$ cat src/rtl/alu_issue_ctrl.sv
// alu_issue_ctrl: serializes one ALU op at a time: operand drive, result capture, writeback.
// Owns a 4x4 register file and the architectural flag register.
module alu_issue_ctrl (
    input  logic       clk,
    input  logic       rst,
    input  logic       instr_valid,
    output logic       instr_ready,
    input  logic [3:0] instr_op,
    input  logic [1:0] instr_rd,
    input  logic [1:0] instr_rs,
    input  logic [1:0] instr_rt,
    input  logic       instr_use_imm,
    input  logic [3:0] instr_imm,
    output logic [3:0] alu_a,
    output logic [3:0] alu_b,
    output logic [3:0] alu_mode,
    output logic       alu_carry_f,
    output logic       alu_borrow_f,
    input  logic [3:0] alu_c,
    input  logic [3:0] alu_flags,
    output logic       wb_valid,
    output logic [1:0] wb_rd,
    output logic [3:0] wb_data,
    output logic       wb_err,
    output logic [3:0] flags,
    input  logic [1:0] dbg_sel,
    output logic [3:0] dbg_data
);
    typedef enum logic [1:0] {IDLE, EXEC, WB} state_t;

    state_t     state_q, state_d;
    logic [3:0] rf_q [4];
    logic [3:0] flag_q, alu_a_q, alu_b_q, alu_mode_q, wb_data_q;
    logic [1:0] rd_q;
    logic       ill_q;

    always_comb begin
        state_d = state_q;
        instr_ready = state_q == IDLE;
        state_d = (state_q == IDLE) ? (instr_valid ? EXEC : IDLE) :
                  (state_q == EXEC) ? WB : IDLE;
    end

    always_ff @(posedge clk or posedge rst) begin
        if (rst) begin
            state_q    <= IDLE;
            rf_q       <= '{default: '0};
            flag_q     <= '0;
            alu_a_q    <= '0;
            alu_b_q    <= '0;
            alu_mode_q <= '0;
            wb_data_q  <= '0;
            rd_q       <= '0;
            ill_q      <= 1'b0;
        end else begin
            state_q <= state_d;
            if (state_q == IDLE && instr_valid) begin
                alu_a_q    <= rf_q[instr_rs];
                alu_b_q    <= instr_use_imm ? instr_imm : rf_q[instr_rt];
                alu_mode_q <= instr_op;
                rd_q       <= instr_rd;
                ill_q      <= instr_op > 4'd10;
            end
            if (state_q == EXEC) begin
                wb_data_q <= ill_q ? 4'd0 : alu_c;
                if (!ill_q) begin
                    rf_q[rd_q]  <= alu_c;
                    flag_q[3:2] <= alu_flags[3:2];
                    // carry/borrow are architectural only for the chained ops
                    if (alu_mode_q == 4'd1) flag_q[0] <= alu_flags[0];
                    if (alu_mode_q == 4'd3) flag_q[1] <= alu_flags[1];
                end
            end
        end
    end

    assign alu_a        = alu_a_q;
    assign alu_b        = alu_b_q;
    assign alu_mode     = alu_mode_q;
    assign alu_carry_f  = flag_q[0];
    assign alu_borrow_f = flag_q[1];
    assign wb_valid     = state_q == WB;
    assign wb_rd        = rd_q;
    assign wb_data      = wb_data_q;
    assign wb_err       = ill_q;
    assign flags        = flag_q;
    assign dbg_data     = rf_q[dbg_sel];
endmodule

$ cat config.mk
export PLATFORM = sky130hd
export DESIGN_NAME = alu_issue_ctrl
export DESIGN_NICKNAME = d
export VERILOG_FILES = /design/src/rtl/alu_issue_ctrl.sv
export SDC_FILE = /design/constraint.sdc
export NUM_CORES = 1
export LEC_CHECK = 0
export CELL_PAD_IN_SITES_DETAIL_PLACEMENT = 1
export CELL_PAD_IN_SITES_GLOBAL_PLACEMENT = 1
export CORE_MARGIN = 2
export CORE_UTILIZATION = 41
export CTS_BUF_LIST = sky130_fd_sc_hd__clkbuf_4 sky130_fd_sc_hd__clkbuf_8
export DETAILED_ROUTE_END_ITERATION = 7
export PLACE_DENSITY = 0.89
export SLEW_MARGIN = 25
export SYNTH_ARGS = -nofsm -noshare
export SYNTH_HDL_FRONTEND = slang
export SYNTH_SLANG_ARGS = --single-unit
$ cat constraint.sdc
create_clock -name clk -period 2.6 [get_ports clk]
set_input_delay 0.39 -clock clk [delete_from_list [all_inputs] [get_ports clk]]
set_output_delay 0.39 -clock clk [all_outputs]
set_load 0.02 [all_outputs]
* After elaboration in Yosys (flattened, before gate mapping)
Index checks and enable logic that the tools add are counted.
Word-level totals: register bits 41, output and inout port bits 31, input bits 28
Cells by class: order comparisons 6, bitwise operators 5, multiplexer cells 17, reduce and logical (&&, ||, !) cells 6, eq/ne operators 4
Operator list (count):
- two-way mux 4 bit | 9
- binary-select mux 4 bit (select 2 bit) | 3
- bitwise mux 16 bit | 1
- greater-or-equal comparator 3 bit, second input constant | 4
- inverter 2 -> 3 bit | 4
- demux 4 bit (select 2 bit) | 1
- AND reduction 3 bit | 2
- == test 4 x 1 -> 1 bit, second input constant | 1
- == test 4 x 2 -> 1 bit, second input constant | 1
- greater-than comparator 4 bit, second input constant | 1
- two-way mux 2 bit | 2
- less-than comparator 3 x 1 -> 1 bit, second input constant | 1
- == test 2 x 1 -> 1 bit, second input constant | 1
- == test 2 bit, second input constant | 1
- logical AND 1 bit | 2
- logical NOT 2 bit | 1
- AND reduction 2 bit | 1
- two-way mux 1 bit | 1
- inverter 1 bit | 1

* Logic depth before layout (Yosys ltp)
depth after elaboration 6, mapped depth 5, depth with buffers taken out 4

* Least setup slack after synthesis
No wires, ideal clock.
kind reg-to-reg, start register state_q[1], end register rf_q[0] in the netlist's numbering, data required time 2475 ps, setup slack 1161 ps, arrival 1314 ps, library setup time 125 ps, period minus slack after synthesis 1439 ps, stages on the path, launching flop included 6, buffers on the path 1, cell sequence dfrtp_1 nand2b_1 buf_4 inv_4 and4_4 mux2_4
Between the ends: word-level cells in the longest chain between the ends 2
RTL lines:
- start: declaration | RTL line 31 | state_t state_q, state_d;
- start signal: assignment | RTL line 56 | state_q <= state_d;
- == test 2 x 1 -> 1 bit | RTL line 64 | if (state_q == EXEC) begin
- AND reduction 2 bit (no source line)
- end signal: indexed assignment | RTL line 67 | rf_q[rd_q] <= alu_c;
- end: declaration | RTL line 32 | logic [3:0] rf_q [4];
No other way between the ends. A chain may end at the register's enable or synchronous reset.

* Worst setup path after layout
start input dbg_sel[0], end output dbg_data[2]
Between the ends: word-level cells in the longest chain between the ends 4
RTL lines:
- start: declaration | RTL line 26 | input logic [1:0] dbg_sel,
- inverter 2 -> 3 bit (not written as such) | RTL line 87 | assign dbg_data = rf_q[dbg_sel];
- binary-select mux 4 bit (select 2 bit) | RTL line 87
- two-way mux 4 bit (not written as such) (2 in series) | RTL line 87
- end: declaration | RTL line 27 | output logic [3:0] dbg_data
No other way between the ends. The select of a mux whose other input is x is not followed.

==> results.rst <==
.. list-table::
   :header-rows: 1

   * - Metric
     - Value
   * - All-Layer GR Usage
     - between 20% and 30%
   * - Number of buffers inserted for hold repair after clock tree synthesis
     - 0
   * - Row cnt
     - 25
   * - Final critical delay including setup and external delays
     - 2.46 ns
   * - Clk sink count
     - 41
   * - Vertical die dimension
     - slightly above 70 um
   * - Share of final-layout standard cells stronger than drive strength 1
     - between 20 and 30%
   * - Filler cell count
     - 462
   * - Top library cells by usage in the layout, fill and taps aside
     - sky130_fd_sc_hd__clkdlybuf4s50_1 (58), sky130_fd_sc_hd__dfrtp_1 (41), sky130_fd_sc_hd__mux2_2 (25)
   * - Largest net degree at the start of global routing
     - 42
   * - Post-synthesis net count
     - between 150 and 200
   * - Setup fix buffers added after clock tree synthesis
     - 0
   * - Top Usage Layer GRT
     - met2
   * - Clock Latency Late Sink
     - around 0.29 ns
   * - Grt met1 use
     - 25.5%
   * - Global-route wire length before repair
     - around 8000 um
   * - Aggregate routed wire length
     - 4940 um
   * - GRT Residual Overflow
     - 0
   * - Crit Reg-Reg Startpoint
     - state_q[1]
   * - HPWL reported at the end of detailed placement
     - 3760 um
   * - Clock tree from TritonCTS
     - done
   * - Layout overhead on the synthesized area
     - 38.5%
   * - Share of synthesized cell area in full adder, half adder and majority cells
     - 0%
   * - Cell count after placement
     - about 240
   * - Status
     - finished clean
   * - Startpoint type of the worst setup path
     - input pin
   * - Area of the mapped netlist
     - around 1900 um^2
   * - Xor-xnor portion of the synthesized cell area
     - 0%
   * - Setup TNS
     - 0 ns
   * - Peak supply drop
     - approximately 0.52 mV
   * - Leakage dissipation
     - between 1 and 1.5 nW
   * - Clock Root Buffer
     - sky130_fd_sc_hd__clkbuf_8
   * - Number of nets still failing antenna checks after routing
     - 0
   * - Clock transition at the registers of the reported paths
     - roughly 0.070 ns
   * - Vias per inst
     - between 5 and 6
   * - Leading cell type in the layout, fill and taps excluded
     - sky130_fd_sc_hd__clkdlybuf4s50_1
   * - Starting density of the core
     - roughly two fifths
   * - Worst min-delay path category
     - register to register
   * - Fraction of the mapped netlist area in compound gates
     - 2.97%
   * - Worst clock skew
     - about 0.0056 ns
   * - Remaining DRCs
     - 0
   * - Final hold viol count
     - 0
   * - Worst Path Max Fanout
     - 4
   * - GR Util met2
     - between 30 and 40%
   * - Placer Congestion
     - between 0.8 and 0.9
   * - Number of vias after detailed routing
     - roughly 1300
   * - Ant diodes
     - 0
   * - Endpoint type of the worst setup path
     - output pin
   * - Slew @ Worst Pin
     - around 0.51 ns
   * - Floorplan Core Area
     - between 4000 and 5000 um^2
   * - Gate Count Post-Synth
     - ~130
   * - Nets
     - around 220
   * - # H-tree levels
     - 2
   * - Power density normalized to cell area
     - ~1100 nW/um^2
   * - Final period util
     - roughly 95%
   * - Count of instances resized after the clock tree is built
     - 0
   * - Seq/Total Area, Yosys
     - a little over half
   * - Share of cell area taken by muxes after synthesis
     - 33.6%
   * - Total setup violations reported at the end of the flow
     - 0
   * - Maximum number of buffers from clock root to sink
     - 2
   * - Count of distinct cell types in the synthesized netlist
     - 24
   * - Data required time of the critical path
     - about 2.2 ns
   * - Setup repair after global routing missed its margin
     - false
   * - Number of global-route vias before repair
     - about 1500
   * - First-pass iteration count of the detailed router
     - 4
   * - Normalized max-slew margin
     - between 60% and 70%
   * - Worst setup path category
     - input pin to output pin
   * - Simple logic cell fraction of the synthesized area
     - under 10%
   * - Arrival time worst endpoint
     - ~2.1 ns
   * - Seq cells post-synth
     - 41
   * - Number of DRC markers after the initial detailed-route iteration
     - 40
   * - Synth warnings
     - 0
   * - Non-Filler Instances
     - between 200 and 300
   * - Crit path from
     - dbg_sel[0]
   * - Maxcap violations
     - 0
   * - Ports
     - ~60
   * - Final routed wire length divided by cell count
     - a little under 20 um
   * - Total clock buffers created by CTS
     - 5
   * - Slew Viols, Final
     - 0
   * - Grt met3 use
     - under 10%
   * - Mean cell area of the mapped netlist
     - roughly 14 um^2
   * - Main combinational cell family by area after synthesis
     - multiplexers
   * - Number of antenna violations at the first check in global routing
     - 0
   * - Maximum clock frequency
     - 406 MHz
   * - Quantity of I/O buffers inserted on ports
     - 58
   * - Die width
     - between 70 and 80 um
   * - Launch instance of the worst min-delay path
     - wb_data[0]
   * - DIE AREA
     - approximately 5300 um^2
## stage by stage
step | hold WS (ns) | cell area [um^2] | setup slack, ns | utilization, % | total power, mW
3_3_place_gp | 0.472 | 2570 | 0.162 | 55.4 | 2.37
2_1_floorplan | 0.507 | 1940 | 1.16 | - | 1.84
5_1_grt | 0.532 | 2690 | 0.0662 | 58.0 | 3.10
4_1_cts | 0.517 | 2690 | 0.127 | 58.0 | 2.99
3_5_place_dp | 0.500 | 2570 | 0.131 | 55.4 | 2.44
6_report | 0.512 | 2690 | 0.140 | 58.0 | 2.96
## where the power goes
group | leakage (nW) | total (mW) | internal [mW] | switching, mW
clock network | 0.0619 | 0.532 | 0.323 | 0.208
registers | 0.488 | 1.17 | 0.902 | 0.271
logic | 0.562 | 1.25 | 0.725 | 0.528
## worst paths after layout
kind                                to  slack [ns]  cells past startpoint
max                        dbg_data[2]        0.14                      3
min                         wb_data[0]        0.51                      2
max reg2reg                    rf_q[0]        0.89                      4
min reg2reg                 wb_data[0]        0.51                      2
max in group asynchronous     alu_b[1]        1.72                      3
min in group asynchronous  alu_mode[2]        0.53                      3
## critical path, stage by stage
cell                              delay, ns
sky130_fd_sc_hd__clkdlybuf4s50_1       0.59
sky130_fd_sc_hd__mux4_2                0.54
sky130_fd_sc_hd__clkdlybuf4s50_1       0.55
## per-layer routing
metal	wire length [um]	vias to the layer above	share of wire, %
met2	2610	34	53
met4	54	0	1.1
met1	2070	692	42
met5	0	-	0
li1	-	611	-
met3	203	6	4.1
## synth_stat cells
master | number | area (um^2)
sky130_fd_sc_hd__dfrtp_1 | 41 | 1030
sky130_fd_sc_hd__buf_2 | 2 | 10.0
sky130_fd_sc_hd__mux4_2 | 12 | 270
sky130_fd_sc_hd__nor2b_1 | 1 | 6.26
sky130_fd_sc_hd__nand3b_1 | 1 | 7.51
sky130_fd_sc_hd__nand2b_1 | 1 | 6.26
sky130_fd_sc_hd__buf_4 | 3 | 22.5
sky130_fd_sc_hd__inv_1 | 3 | 11.3
sky130_fd_sc_hd__o21ai_0 | 6 | 30.0
sky130_fd_sc_hd__a21o_1 | 1 | 7.51
sky130_fd_sc_hd__nand3_1 | 3 | 15.0
sky130_fd_sc_hd__nor2_1 | 7 | 26.3
sky130_fd_sc_hd__mux2_2 | 25 | 282
sky130_fd_sc_hd__nand4_2 | 1 | 12.5
sky130_fd_sc_hd__nor3b_2 | 1 | 12.5
sky130_fd_sc_hd__a21oi_1 | 4 | 20.0
sky130_fd_sc_hd__and4_4 | 1 | 11.3
sky130_fd_sc_hd__nor4b_1 | 1 | 8.76
sky130_fd_sc_hd__inv_4 | 1 | 6.26
sky130_fd_sc_hd__mux2i_1 | 4 | 40.0
sky130_fd_sc_hd__mux2_4 | 4 | 60.1
sky130_fd_sc_hd__clkbuf_1 | 1 | 3.75
sky130_fd_sc_hd__nand3_2 | 1 | 10.0
sky130_fd_sc_hd__nand2_1 | 9 | 33.8
## cell families (layout without fill, tap and decap cells)
family          count (synthesis)  after routing
compound gates                 11             11
buf+inv                        10             72
flops                          41             41
mux                            45             45
simple gates                   27             27
## cell type report
class / instances / area [um^2] / share of cell area, %
clock buffers: 7 / 90.1 / 3.35
clock inverters: 1 / 30.0 / 1.12
inverters: 4 / 17.5 / 0.652
multi-input cells: 83 / 860 / 32.0
flip-flops and latches: 41 / 1030 / 38.2
well taps: 54 / 67.6 / 2.52
repair buffers: 60 / 596 / 22.2
## state kept, by name (all words and copies together), names as in the netlist
name,flops
alu_mode,4
alu_a,4
alu_b,4
wb_err,1
wb_rd,2
state_q,2
flags,4
rf_q,16
wb_data,4
Note: power is estimated with default switching activity, not from simulation.
